$ cat config.mk
export PLATFORM = sky130hd
export DESIGN_NAME = ram_fifo_ctrl
export DESIGN_NICKNAME = d
export VERILOG_FILES = /design/src/rtl/simple_dp_ram.sv /design/src/rtl/ram_fifo_ctrl.sv
export SDC_FILE = /design/constraint.sdc
export NUM_CORES = 1
export LEC_CHECK = 0
export ABC_AREA = 0
export CORE_MARGIN = 4
export CORE_UTILIZATION = 55
export DETAILED_ROUTE_END_ITERATION = 16
export GPL_ROUTABILITY_DRIVEN = 0
export PLACE_DENSITY_LB_ADDON = 0.1
export RECOVER_POWER = 25
export SYNTH_ARGS = -nofsm -noshare
export SYNTH_HDL_FRONTEND = slang
export SYNTH_HIERARCHICAL = 1
export SYNTH_SLANG_ARGS = --single-unit
$ cat constraint.sdc
create_clock -name clk -period 4.35 [get_ports clk]
set_input_delay 0.6525 -clock clk [delete_from_list [all_inputs] [get_ports clk]]
set_output_delay 0.6525 -clock clk [all_outputs]
set_load 0.02 [all_outputs]
$ cat src/rtl/simple_dp_ram.sv
// Simple dual-port RAM: write port a, one-cycle registered read port b.
// Contents are never reset; the read register only updates when enb is high.
module simple_dp_ram #(
    parameter int DATA_WIDTH = 32,
    parameter int ADDR_WIDTH = 4
) (
    input  logic                  clka,
    input  logic                  ena,
    input  logic                  wea,
    input  logic [ADDR_WIDTH-1:0] addra,
    input  logic [DATA_WIDTH-1:0] dina,
    input  logic                  clkb,
    input  logic                  enb,
    input  logic [ADDR_WIDTH-1:0] addrb,
    output logic [DATA_WIDTH-1:0] doutb
);

    localparam int DEPTH = 1 << ADDR_WIDTH;

    logic [DATA_WIDTH-1:0] r_mem [DEPTH];
    logic [DATA_WIDTH-1:0] r_doutb;

    always_ff @(posedge clka) begin
        if (ena && wea) begin
            r_mem[addra] <= dina;
        end
    end

    always_ff @(posedge clkb) begin
        if (enb) begin
            r_doutb <= r_mem[addrb];
        end
    end

    assign doutb = r_doutb;

endmodule

$ cat src/rtl/ram_fifo_ctrl.sv
// First-word-fall-through FIFO around simple_dp_ram; the RAM read register is the output stage.
// Optional occupancy port enabled by defining RAM_FIFO_LEVEL_EN.
module ram_fifo_ctrl #(
    parameter int DATA_WIDTH = 32,
    parameter int ADDR_WIDTH = 4
) (
    input  logic                  clk,
    input  logic                  rst_n,
    input  logic                  clr,
    input  logic                  s_valid,
    output logic                  s_ready,
    input  logic [DATA_WIDTH-1:0] s_data,
    output logic                  m_valid,
    input  logic                  m_ready,
    output logic [DATA_WIDTH-1:0] m_data
`ifdef RAM_FIFO_LEVEL_EN
    ,
    output logic [ADDR_WIDTH:0]   level
`endif
);

    localparam int DEPTH = 1 << ADDR_WIDTH;
    localparam logic [ADDR_WIDTH:0] CNT_FULL = (ADDR_WIDTH + 1)'(DEPTH);

    logic [ADDR_WIDTH-1:0] r_wr_ptr;
    logic [ADDR_WIDTH-1:0] r_rd_ptr;
    logic [ADDR_WIDTH:0]   r_ram_cnt;
    logic                  r_m_valid;

    logic                  w_wr_acc;
    logic                  w_rd_en;
    logic                  w_s_ready;
    logic [ADDR_WIDTH:0]   w_cnt_inc;
    logic [ADDR_WIDTH:0]   w_cnt_dec;

    assign w_s_ready = (r_ram_cnt != CNT_FULL);
    assign w_wr_acc  = s_valid & w_s_ready;
    // Refill the output register whenever it is empty or being drained this cycle.
    assign w_rd_en   = (r_ram_cnt != '0) & (~r_m_valid | m_ready) & ~clr;

    assign w_cnt_inc = {{ADDR_WIDTH{1'b0}}, w_wr_acc};
    assign w_cnt_dec = {{ADDR_WIDTH{1'b0}}, w_rd_en};

    always_ff @(posedge clk or negedge rst_n) begin
        if (!rst_n) begin
            r_wr_ptr  <= '0;
            r_rd_ptr  <= '0;
            r_ram_cnt <= '0;
            r_m_valid <= 1'b0;
        end else if (clr) begin
            r_wr_ptr  <= '0;
            r_rd_ptr  <= '0;
            r_ram_cnt <= '0;
            r_m_valid <= 1'b0;
        end else begin
            if (w_wr_acc) begin
                r_wr_ptr <= r_wr_ptr + 1'b1;
            end
            if (w_rd_en) begin
                r_rd_ptr <= r_rd_ptr + 1'b1;
            end
            r_ram_cnt <= r_ram_cnt + w_cnt_inc - w_cnt_dec;
            if (w_rd_en) begin
                r_m_valid <= 1'b1;
            end else if (m_ready) begin
                r_m_valid <= 1'b0;
            end
        end
    end

    simple_dp_ram #(
        .DATA_WIDTH (DATA_WIDTH),
        .ADDR_WIDTH (ADDR_WIDTH)
    ) u_ram (
        .clka  (clk),
        .ena   (w_wr_acc),
        .wea   (w_wr_acc),
        .addra (r_wr_ptr),
        .dina  (s_data),
        .clkb  (clk),
        .enb   (w_rd_en),
        .addrb (r_rd_ptr),
        .doutb (m_data)
    );

    assign s_ready = w_s_ready;
    assign m_valid = r_m_valid;

`ifdef RAM_FIFO_LEVEL_EN
    assign level = r_ram_cnt + {{ADDR_WIDTH{1'b0}}, r_m_valid};
`endif

endmodule
==> out/qor.csv <==
stage;metric;value;unit
outcome;status;complete, no violations;
finish;drive_above_1_share;24.2;%
synth;synth_cells;917;
synth;synth-compound-area-share;2.50;%
die;die_area;41300;um2
global_routing;grt.overflow.total;0;
synth;synthMuxAreaShare;13.7;%
synth;syn_avg_cell_area;22.9;um2
die;die_w;203;um
sta;rsz0062_at_grt;false;
sta;hold_viol;0;
setup_path;cp.required;4780;ps
route;drt_iter0_markers;799;
setup_path;crit_arrival;3360;ps
sta;tightest_slew;1140;ps
synth;synth-simple-area-share;2.20;%
global_routing;grt_max_degree;44;
finish;final_cell_mix;544 x edfxtp_1, 128 x mux4_2, 64 x a22oi_1;
die;core_area;37700;um2
placement;dp_hpwl;26700;um
clock_tree;insertion_delay;580;ps
clock_tree;cts_tree;built;
die;chipHeight;203;um
global_routing;grt_usage;21.9;%
sta;maxSlewViolCount;0;
route;postRouteAntennaNets;0;
synth;yosys.area_share.adder;0.572;%
finish;utilization;64.4;%
finish;final_nets;1079;
global_routing;grt_pass1_wl;66100;um
setup_path;start_kind;register;
hold_path;hold_path.class;input pin to async pin;
clock_tree;clock_path_buffers;3;
flow_run;maxCapViolations;0;
finish;n_antenna_cell;0;
clock_tree;cts_buffers;55;
clock_tree;cts_htree_levels;2;
setup_path;crit_path_max_fanout;6;
die;ios;71;
placement;portBuffers;70;
clock_tree;postCtsHoldBufs;0;
power;p_per_area;575;nW/um2
synth;synthXorXnorAreaFrac;0.334;%
sta;clock.fmax;341;MHz
clock_tree;cts_setup_buffers;0;
sta;relSlewSlack;23.6;%
clock_tree;cts_root_buffer;clkbuf_16;
finish;regArea;16700;um2
setup_path;critPathKind;register to register;
power;power;0.0139;W
sta;tns;0;ps
route;vias_per_cell;6.00;
power;power_leakage;7.57;nW
sta;finClkSkew;14.9;ps
power;irDropWorstVdd;372;uV
sta;period_share;67.4;%
die;initial_core_util;55.7;%
die;num_rows;71;
setup_path;end_kind;register;
clock_tree;cts_sinks;558;
synth;synth_cell_type_count;35;
synth;yosysWarnings;6;
sta;fin_crit;2930;ps
synth;yosysSeqAreaShare;79.5;%
sta;setup_viol;0;
finish;multi_input_area;4210;um2
route;wl_per_cell;28.0;um
synth;ys_ff_latch;558;
finish;areaGrowthSynthToFinish;15.5;%
synth;synth_top_family_by_area;multiplexers;
sta;whs;557;ps
finish;layout_commonest_cell;edfxtp_1;
route;drcViolationCount;0;
global_routing;antenna_found_initial;0;
global_routing;grt_pass1_vias;9939;
clock_tree;path_clk_slew;60;ps
route;wl;44300;um
synth;synth_nets;963;
synth;syn_area;21000;um2
route;first_pass_iters;5;
finish;fillers;2549;
route;via_count;9494;
clock_tree;post_cts_resized;0;
stage by stage:
stage	setup WS, ps	cells	instance area, um2
final	1420	1583	24200
after global routing	1220	1583	24200
after CTS	1390	1583	24200
after detailed placement	969	1487	22600
after global placement	1020	1487	22600
after floorplan	239	917	21000
report_power, final:
| part | switching (W) | internal (W) | total, W | leakage (nW) |
|---|---|---|---|---|
| clock | 0.00185 | 0.00262 | 0.00447 | 0.822 |
| sequential | 0.000232 | 0.00624 | 0.00647 | 5.10 |
| combinational | 0.00153 | 0.00146 | 0.00299 | 1.66 |
cell usage after synthesis:
| master | number | share of area, % |
|---|---|---|
| nor2_1 | 21 | 0.38 |
| and2_1 | 1 | 0.030 |
| buf_2 | 7 | 0.17 |
| nor3_1 | 6 | 0.14 |
| buf_1 | 2 | 0.036 |
| nor2b_1 | 6 | 0.18 |
| o21bai_1 | 1 | 0.036 |
| nand2b_1 | 3 | 0.089 |
| nand2_1 | 36 | 0.64 |
| nand4b_1 | 2 | 0.083 |
| nor4b_4 | 1 | 0.11 |
| nor3b_1 | 1 | 0.036 |
| nand4bb_4 | 1 | 0.13 |
| or3_1 | 1 | 0.030 |
| nand2_2 | 1 | 0.030 |
| fa_1 | 1 | 0.095 |
| nand3_1 | 5 | 0.12 |
| a21o_1 | 1 | 0.036 |
| ha_1 | 8 | 0.48 |
| clkbuf_1 | 26 | 0.47 |
| xor2_1 | 4 | 0.17 |
| nor2_2 | 1 | 0.030 |
| xnor2_1 | 4 | 0.17 |
| buf_4 | 9 | 0.32 |
| o21ai_1 | 1 | 0.024 |
| nor3_2 | 1 | 0.048 |
| a21oi_1 | 5 | 0.12 |
| a22oi_1 | 64 | 2.3 |
| edfxtp_1 | 544 | 78 |
| and3_1 | 1 | 0.030 |
| nand4_1 | 1 | 0.030 |
| nor3b_2 | 1 | 0.060 |
| dfrtp_1 | 14 | 1.7 |
| mux4_2 | 128 | 14 |
| inv_1 | 8 | 0.14 |
worst max-delay path, stage by stage (launching register included):
cell,delay [ps]
dfrtp_1,380
inv_1,80
ha_1,230
nor4b_4,490
nor3_4,80
ha_1,300
inv_1,70
ha_1,180
inv_1,60
fa_1,390
nor2b_1,190
o21bai_1,110
a21oi_1,170
nor3b_1,60
cells by family (layout without fill, tap and decap cells):
kind of cell    Yosys count  count (layout)
flops                   558             558
mux                     128             128
simple gates             90              90
compound gates           72              72
buf+inv                  52             207
fa+ha+maj                 9               9
xor+xnor                  8               8
cell type report:
type | instances | area share (%)
Clock buffer | 74 | 6.15
Multi-Input combinational cell | 307 | 17.3
Clock inverter | 22 | 0.826
Sequential cell | 558 | 68.9
Inverter | 8 | 0.124
Tap cell | 511 | 2.64
Timing Repair Buffer | 103 | 4.07
metal layers:
| layer | track usage, % | vias up | part of all wire, % |
|---|---|---|---|
| met5 | 0 | - | 0 |
| met4 | 6.24 | 0 | 2.3 |
| met3 | 2.91 | 57 | 4.7 |
| met2 | 38.1 | 302 | 53 |
| met1 | 29.7 | 5030 | 40 |
| li1 | - | 4105 | - |
registers in the layout, summed over array words and instances, names as in the netlist:
signal,cells
m_valid,1
r_rd_ptr,4
r_ram_cnt,5
u_ram/r_mem,512
u_ram/doutb,32
r_wr_ptr,4
path summary, 6_finish.rpt:
| check | start | to | depth (start not counted) | slack [ps] |
|---|---|---|---|---|
| hold / removal | rst_n | r_ram_cnt[1] | 1 | 560 |
| max in group asynchronous | rst_n | r_rd_ptr[1] | 1 | 3280 |
| setup reg to reg | r_ram_cnt[2] | r_ram_cnt[4] | 13 | 1420 |
| hold reg to reg | m_valid | m_valid | 2 | 560 |
| min in group clk | m_valid | m_valid | 2 | 560 |
| setup / recovery | r_ram_cnt[2] | r_ram_cnt[4] | 13 | 1420 |
Power figures use the tool's default switching activity.
